$ cat src/rtl/kf6845_text_pixel_generator.sv
// Text-mode pixel generator behind the KF6845 CRTC: per character, fetch {attr,char} then the glyph row, shift IRGBI pixels at dot rate.
// Pixels, sync and DE lag the CRTC by one character period; no backpressure, a fetch still in flight at the next tick sets fetch_overrun.
module kf6845_text_pixel_generator #(
  parameter int VRAM_LATENCY = 2,
  parameter int FONT_LATENCY = 1
) (
  input  logic        clock,
  input  logic        reset_n,
  input  logic        video_clock_enable,
  input  logic        dot_clock_enable,
  input  logic [13:0] MA,
  input  logic [4:0]  RA,
  input  logic        DE,
  input  logic        HSYNC,
  input  logic        VSYNC,
  input  logic        CURSOR,
  input  logic        blink_enable,
  output logic [13:0] vram_address,
  output logic        vram_read,
  input  logic [15:0] vram_data,
  output logic [11:0] font_address,
  output logic        font_read,
  input  logic [7:0]  font_data,
  output logic [3:0]  video_rgbi,
  output logic        video_hsync,
  output logic        video_vsync,
  output logic        video_de,
  output logic        fetch_overrun
);

  typedef enum logic [1:0] {IDLE, VRAM_WAIT, FONT_WAIT, READY} state_t;

  state_t     state, state_n;
  logic [2:0] wait_cnt;
  logic [4:0] s1_ra;
  logic       s1_de, s1_cursor, s1_hsync, s1_vsync;
  logic [7:0] glyph, attr;
  logic [7:0] shifter, attr_out;
  logic       cursor_out;
  logic [4:0] frame_cnt;

  logic       tick;
  logic       vram_done, font_done, overrun_tick;
  logic [7:0] load_glyph, load_attr;
  logic       load_cursor;

  assign tick = video_clock_enable;

  function automatic logic [3:0] colour(input logic pix, input logic [7:0] a, input logic cur,
                                        input logic de_v, input logic blink_en, input logic [4:0] cnt);
    logic p;
    p = pix;
    if (blink_en && a[7] && !cnt[4]) p = 1'b0;
    if (cur && cnt[3]) p = 1'b1;
    if (!de_v) return 4'h0;
    return p ? a[3:0] : {1'b0, a[6:4]};
  endfunction

  always_ff @(posedge clock) begin
    if (!reset_n) state <= IDLE;
    else          state <= state_n;
  end

  // A tick always restarts the fetch, whatever state it lands in.
  always_comb begin
    state_n      = state;
    vram_done    = 1'b0;
    font_done    = 1'b0;
    overrun_tick = tick && (state != READY);
    case (state)
      VRAM_WAIT: if (!tick && wait_cnt == 3'd0) begin
        vram_done = 1'b1;
        state_n   = FONT_WAIT;
      end
      FONT_WAIT: if (!tick && wait_cnt == 3'd0) begin
        font_done = 1'b1;
        state_n   = READY;
      end
      default: ;
    endcase
    if (tick) state_n = DE ? VRAM_WAIT : READY;
  end

  always_comb begin
    load_glyph  = overrun_tick ? 8'h00 : glyph;
    load_attr   = overrun_tick ? 8'h00 : attr;
    load_cursor = overrun_tick ? 1'b0  : s1_cursor;
  end

  always_ff @(posedge clock) begin
    if (!reset_n) begin
      wait_cnt      <= 3'd0;
      s1_ra         <= 5'd0;
      s1_de         <= 1'b0;
      s1_cursor     <= 1'b0;
      s1_hsync      <= 1'b0;
      s1_vsync      <= 1'b0;
      glyph         <= 8'h00;
      attr          <= 8'h00;
      shifter       <= 8'h00;
      attr_out      <= 8'h00;
      cursor_out    <= 1'b0;
      frame_cnt     <= 5'd0;
      vram_address  <= 14'd0;
      vram_read     <= 1'b0;
      font_address  <= 12'd0;
      font_read     <= 1'b0;
      video_rgbi    <= 4'h0;
      video_hsync   <= 1'b0;
      video_vsync   <= 1'b0;
      video_de      <= 1'b0;
      fetch_overrun <= 1'b0;
    end else begin
      vram_read <= 1'b0;
      font_read <= 1'b0;

      if (tick) begin
        s1_ra     <= RA;
        s1_de     <= DE;
        s1_cursor <= CURSOR;
        s1_hsync  <= HSYNC;
        s1_vsync  <= VSYNC;
        if (VSYNC && !s1_vsync) frame_cnt <= frame_cnt + 5'd1;

        attr_out    <= load_attr;
        cursor_out  <= load_cursor;
        video_hsync <= s1_hsync;
        video_vsync <= s1_vsync;
        video_de    <= s1_de;
        if (overrun_tick) fetch_overrun <= 1'b1;

        glyph <= 8'h00;
        attr  <= 8'h00;
        if (DE) begin
          vram_address <= MA;
          vram_read    <= 1'b1;
          wait_cnt     <= 3'(VRAM_LATENCY);
        end
      end else if (vram_done) begin
        // Font strobe goes out on the same edge the VRAM word lands.
        attr         <= vram_data[15:8];
        font_address <= {vram_data[7:0], s1_ra[3:0]};
        font_read    <= 1'b1;
        wait_cnt     <= 3'(FONT_LATENCY);
      end else if (font_done) begin
        glyph <= font_data;
      end else if (wait_cnt != 3'd0) begin
        wait_cnt <= wait_cnt - 3'd1;
      end

      if (tick) begin
        shifter    <= load_glyph;
        video_rgbi <= colour(load_glyph[7], load_attr, load_cursor, s1_de, blink_enable, frame_cnt);
      end else if (dot_clock_enable) begin
        shifter    <= {shifter[6:0], 1'b0};
        video_rgbi <= colour(shifter[6], attr_out, cursor_out, video_de, blink_enable, frame_cnt);
      end
    end
  end

endmodule
$ cat config.mk
export PLATFORM = sky130hd
export DESIGN_NAME = kf6845_text_pixel_generator
export DESIGN_NICKNAME = d
export VERILOG_FILES = /design/src/rtl/kf6845_text_pixel_generator.sv
export SDC_FILE = /design/constraint.sdc
export NUM_CORES = 1
export LEC_CHECK = 0
export BUFFER_PORTS_ARGS = -buffer_cell sky130_fd_sc_hd__buf_2
export CAP_MARGIN = 10
export CORE_ASPECT_RATIO = 1.5
export CORE_MARGIN = 10
export CORE_UTILIZATION = 49
export CTS_BUF_LIST = sky130_fd_sc_hd__clkbuf_4
export CTS_CLUSTER_SIZE = 10
export DETAILED_ROUTE_END_ITERATION = 7
export PLACE_DENSITY_LB_ADDON = 0.2
export SKIP_CTS_REPAIR_TIMING = 1
export SYNTH_ARGS = -nofsm -noshare
export SYNTH_HDL_FRONTEND = slang
export SYNTH_SLANG_ARGS = --single-unit
$ cat constraint.sdc
create_clock -name clock -period 1.77 [get_ports clock]
set_clock_uncertainty 0.15 [all_clocks]
set_input_delay 0.0885 -clock clock [delete_from_list [all_inputs] [get_ports clock]]
set_output_delay 0.0885 -clock clock [all_outputs]
set_load 0.005 [all_outputs]
# [After elaboration in Yosys (flattened, before gate mapping)]
# Index checks and enable logic that the tools add are counted.
[totals] regBits=86 latchBits=0 ram_bits=0 rom_bits=0 in_bits=52 elab_cells=104 n_memories=0
[classes] addsub=2 mul=0 n_div=0 order_cmp=0 eq_ne=7 n_shift=0 n_mux=44 bitwise_logic=3 n_reduce_logical=26
[ops] operator="$mux W4" count=8
[ops] operator="$mux W1" count=22
[ops] operator="$mux W8" count=2
[ops] operator="$mux W3" count=5
[ops] operator="$mux W7" count=2
[ops] operator="$reduce_and A2 Y1" count=6
[ops] operator="$logic_and A1 B1 Y1" count=9
[ops] operator="$ne A3 B3 Y1 const B" count=3
[ops] operator="$reduce_bool A3 Y1" count=3
[ops] operator="$mux W2" count=4
[ops] operator="$reduce_and A3 Y1" count=2
[ops] operator="$add A5 B1 Y5 const B" count=1
[ops] operator="$ne A2 B2 Y1 const B" count=2
[ops] operator="$pmux W2 S2" count=1
[ops] operator="$logic_not A1 Y1" count=3
[ops] operator="$logic_not A3 Y1" count=1
[ops] operator="$not A1 Y1" count=3
[ops] operator="$sub A3 B1 Y3 const B" count=1
[ops] operator="$eq A2 B1 Y1 const B" count=1
[ops] operator="$eq A2 B2 Y1 const B" count=1
[ops] operator="$reduce_bool A2 Y1" count=1
[ops] operator="$reduce_or A2 Y1" count=1

# [Longest topological paths before layout]
[logic_depth] ltp_word=12 mapped_depth=8

# [Worst setup path before layout]
# No wires, ideal clock.
[synth_path] path_kind="register -> register" startpoint="reg wait_cnt[0]" endpoint="reg font_address[11]" setup_time_ns=0.070 arrival_ns=1.456 required_time_ns=1.550 setup_slack_ns=0.094 path_stages_with_launch=9 synth_period_minus_slack_ns=1.676 cell_sequence="dfxtp_1 -> inv_1 -> ha_1 -> ha_1 -> nand2_1 -> nor3_2 -> clkbuf_1 -> nand2_1 -> a21boi_1"
[synth_between] elab_chain_len=5
[synth_lines] element="start: declaration" line="34" source="logic [2:0] wait_cnt;"
[synth_lines] element="start signal: assignment" line="137" source="wait_cnt <= 3'(VRAM_LATENCY);"
[synth_lines] element="start signal: assignment" line="144" source="wait_cnt <= 3'(FONT_LATENCY);"
[synth_lines] element="start signal: assignment" line="148" source="wait_cnt <= wait_cnt - 3'd1;"
[synth_lines] element="$logic_not A3 Y1" line="71" source="VRAM_WAIT: if (!tick && wait_cnt == 3'd0) begin"
[synth_lines] element="$logic_and A1 B1 Y1" line="71"
[synth_lines] element="$mux W1" line="71"
[synth_lines] element="$mux W1" line="70" source="case (state)"
[synth_lines] element="$reduce_and A2 Y1 (no source line)"
[synth_lines] element="end signal: assignment" line="142" source="font_address <= {vram_data[7:0], s1_ra[3:0]};"
[synth_lines] element="end: declaration" line="21" source="output logic [11:0] font_address,"
# No other way between the ends.
# A chain may end at the register's enable or synchronous reset.

# [Worst setup path after layout]
[layout_path] startpoint="reg wait_cnt[0]" endpoint="reg font_address[4]"
# Same word-level chain as after synthesis.

==> impl_summary.log <==
INFO  metric port-buffer-count = 86
INFO  metric synth_nets = ~420
INFO  metric design.die.area = about 0.011 sq mm
INFO  metric post_synth_fa_ha_maj_area_fraction = 1.10%
INFO  metric cts.reportedPaths.clkPinSlew = approximately 130 ps
INFO  metric synth_compound_area_share = between 10% and 20%
INFO  metric cts_tree = built
INFO  metric leakagePower = between 0.002 and 0.0025 uW
INFO  metric dieWidth = 88.1 um
INFO  metric critical_path.top_delay_family = adder cells
INFO  metric floorplan_core_area = approximately 0.0068 sq mm
INFO  metric worstPathCellList = inv_1 -> ha_2 -> ha_4 -> nand2_2 -> nor3_4 -> buf_12 -> clkbuf_16 -> nand2_1 -> a21boi_1
INFO  metric gp_routability_congestion = a little over 0.8
INFO  metric synth_simple_gate_area_share = 19.1%
INFO  metric worst_ep_arrival_time = about 1900 ps
INFO  metric timing.hold.worst_path_depth = 6
INFO  metric status = finished, final reports clean
INFO  metric start_kind = flip-flop
INFO  metric synthDistinctLibCells = 36
INFO  metric timing.final.setup_violations = 0
INFO  metric cp-end-kind = flip-flop
INFO  metric critical_path.slowest_cell = sky130_fd_sc_hd__dfxtp_1
INFO  metric nNetsFinal = between 500 and 600
INFO  metric synth_cells = between 300 and 400
INFO  metric final_util = ~70%
INFO  metric synth_mux_area_share = 9.40%
INFO  metric final_period_minus_worst_setup_slack = about 1700 ps
INFO  metric grt_first_pass_wirelength = about 13000 um
INFO  metric timing_max_transition_violations_final = 0
INFO  metric placedCellCount = approximately 520
INFO  metric total_power = between 4000 and 5000 uW
INFO  metric synth_seq_cells = between 80 and 90
INFO  metric final.period_utilization = between 90% and 100%
INFO  metric maxCapViolCount = 0
INFO  metric most-common-layout-cells = sky130_fd_sc_hd__dfxtp_1 (86), sky130_fd_sc_hd__buf_2 (86), sky130_fd_sc_hd__nand2_1 (84)
INFO  metric worst_hold_startpoint = blink_enable
INFO  metric timing.reg2reg.setup_slack = just under 70 ps
INFO  metric core.rowCount = 37
INFO  metric layout-area-overhead-vs-synth = 38.1%
INFO  metric firstDrtPassIters = 4
INFO  metric cpPeakStageDelay = about 340 ps
INFO  metric irDropWorstVdd = around 0.66 mV
INFO  metric start_util = between 50% and 60%
INFO  metric r2r.worst_path.cells = 9
INFO  metric global_route.overflow_total = 0
INFO  metric cp.required = around 2000 ps
INFO  metric final_hold_viol_count = 0
INFO  metric chipHeight = 122 um
INFO  metric ctsLongestPathBuffers = 2
INFO  metric drt_iter0_drc = roughly 110
INFO  metric fin_setup_tns = 0 ps
INFO  metric grtUsageTotal = 14.9%
INFO  metric grt_start_max_net_pins = 26
INFO  metric synth_top_family_by_area = simple AND/OR/NAND/NOR gates
INFO  metric yosys.area_share.xor_xnor = ~1.3%
INFO  metric hold_end = video_rgbi[3]
INFO  metric htree_levels = 3
INFO  metric holdCritPathClass = in -> reg
INFO  metric count_of_placed_standard_cells_in_the_final_layout_fillers_left_out = between 500 and 600
INFO  metric ys_seq_area_share = roughly half
INFO  metric rr_endpoint = font_address[4]
INFO  metric number_of_global_route_vias_before_repair = around 2900
INFO  metric slew-limit-headroom = 62.7%
INFO  metric yosys_warnings = 0
INFO  metric antenna_violations_before_repair = 0
INFO  metric hpwlAfterDp = between 5000 and 6000 um
INFO  metric drc = 0
INFO  metric routed_wl = approximately 8500 um
INFO  metric tritoncts.num_buffers = 9
INFO  metric timing_worst_setup_path_type = reg -> reg
INFO  metric route.detailed.vias_per_inst = ~5.1
INFO  metric insertedDiodeCount = 0
INFO  metric path_max_fanout = 6
INFO  metric routed_wire_length_per_instance = 14.5 um
INFO  metric dr_total_vias = about 3000
INFO  metric worstPathBufferInverterCount = 3
INFO  metric syn-cell-area = 0.00341 sq mm
INFO  metric cts.sinks = 86
INFO  metric post_route_cells_drive_above_1_share = 24.4%
INFO  metric syn-mean-instance-area = 9.31 sq um
INFO  metric clockRootBuffer = sky130_fd_sc_hd__clkbuf_4
INFO  metric slew_of_the_pin_with_the_lowest_slew_margin = 558 ps
INFO  metric antenna_left = 0
INFO  metric pwr_density_cell = ~860 mW/mm^2
INFO  metric io_count = just under 90
INFO  metric clock.fmax = 588 MHz
INFO  metric clock_latency = roughly 440 ps
INFO  metric reg2reg_from = wait_cnt[0]
## cell type report
class,instances,area [sq um]
fillers,539,2100
flip-flops and latches,86,1720
multi-input cells,253,1600
repair buffers,150,1090
clock inverters,5,98.8
well taps,78,97.6
clock buffers,10,75.1
inverters,5,18.8
## cell usage after synthesis, drive strengths merged
library cell  instances  area [sq um]
mux2i                32           320
a22oi                 5          47.5
a21oi                11          55.1
buf                  10          51.3
nand4                 2          12.5
nand3                 3          15.0
nor2b                16           100
xnor2                 4          35.0
and3                  2          12.5
clkbuf               12          45.0
o21a                  3          22.5
ha                    3          37.5
nand3b                2          15.0
nand2                85           319
o21ai                 7          35.0
a21boi               29           218
a22o                  7          61.3
inv                   5          18.8
nor2                 12          45.0
o31a                  3          26.3
o22ai                 5          31.3
a211o                 1          8.76
dfxtp                86          1720
xor2                  1          8.76
nor3b                 1          18.8
and2                 14          87.6
and4                  1          8.76
o31ai                 1          7.51
a21o                  1          7.51
nor3                  2          15.0
## how the worst max path moves through the flow
stage / from / endpoint / cells past startpoint
after CTS: wait_cnt[0] / glyph[2] / 6
final: wait_cnt[0] / font_address[4] / 9
after global routing: video_clock_enable / s1_cursor / 6
after detailed placement: wait_cnt[0] / glyph[3] / 6
after global placement: wait_cnt[0] / glyph[7] / 6
after floorplan: wait_cnt[0] / font_address[11] / 8
## logic make-up (layout without fill, tap and decap cells)
group / Yosys count / in the layout
simple gates: 140 / 140
flops: 86 / 86
compound gates: 73 / 73
mux: 32 / 32
buf+inv: 27 / 170
xor+xnor: 5 / 5
fa+ha+maj: 3 / 3
## registers in the layout (all words and copies together) (netlist names), 2 cells and up
signal / count
font_address: 12
attr: 8
shifter: 7
glyph: 8
video_rgbi: 4
frame_cnt: 5
s1_ra: 4
vram_address: 14
wait_cnt: 3
attr_out: 8
state: 2
## tightest hold or removal path, delay by kind of cell
| kind | cells | cell delay (ps) |
|---|---|---|
| buf+inv | 1 | 110 |
| compound gates | 2 | 280 |
| simple gates | 3 | 230 |
## report_power, final
group	switching, uW	total (uW)	internal, uW	leakage [uW]
Combinational	280	626	346	0.00123
Sequential	47.0	2060	2010	0.000699
Clock	642	1360	717	0.0000939
## per-stage QoR
step	cell area, sq um	hold WS, ps	setup WS [ps]
final	4710	140	69.0
after global placement	3950	172	-30.0
after global routing	4710	149	-9.75
after detailed placement	3950	185	-118
after CTS	4120	-309	-142
after floorplan	3410	73.3	94.1
## layer usage
metal | wire, um | track usage, % | vias to the layer above
li1 | - | - | 1514
met1 | 3510 | 15.4 | 1397
met2 | 4160 | 25.0 | 84
met3 | 731 | 7.08 | 12
met4 | 128 | 6.30 | 0
met5 | 0 | 0 | -
(Power assumes the default switching activity.)
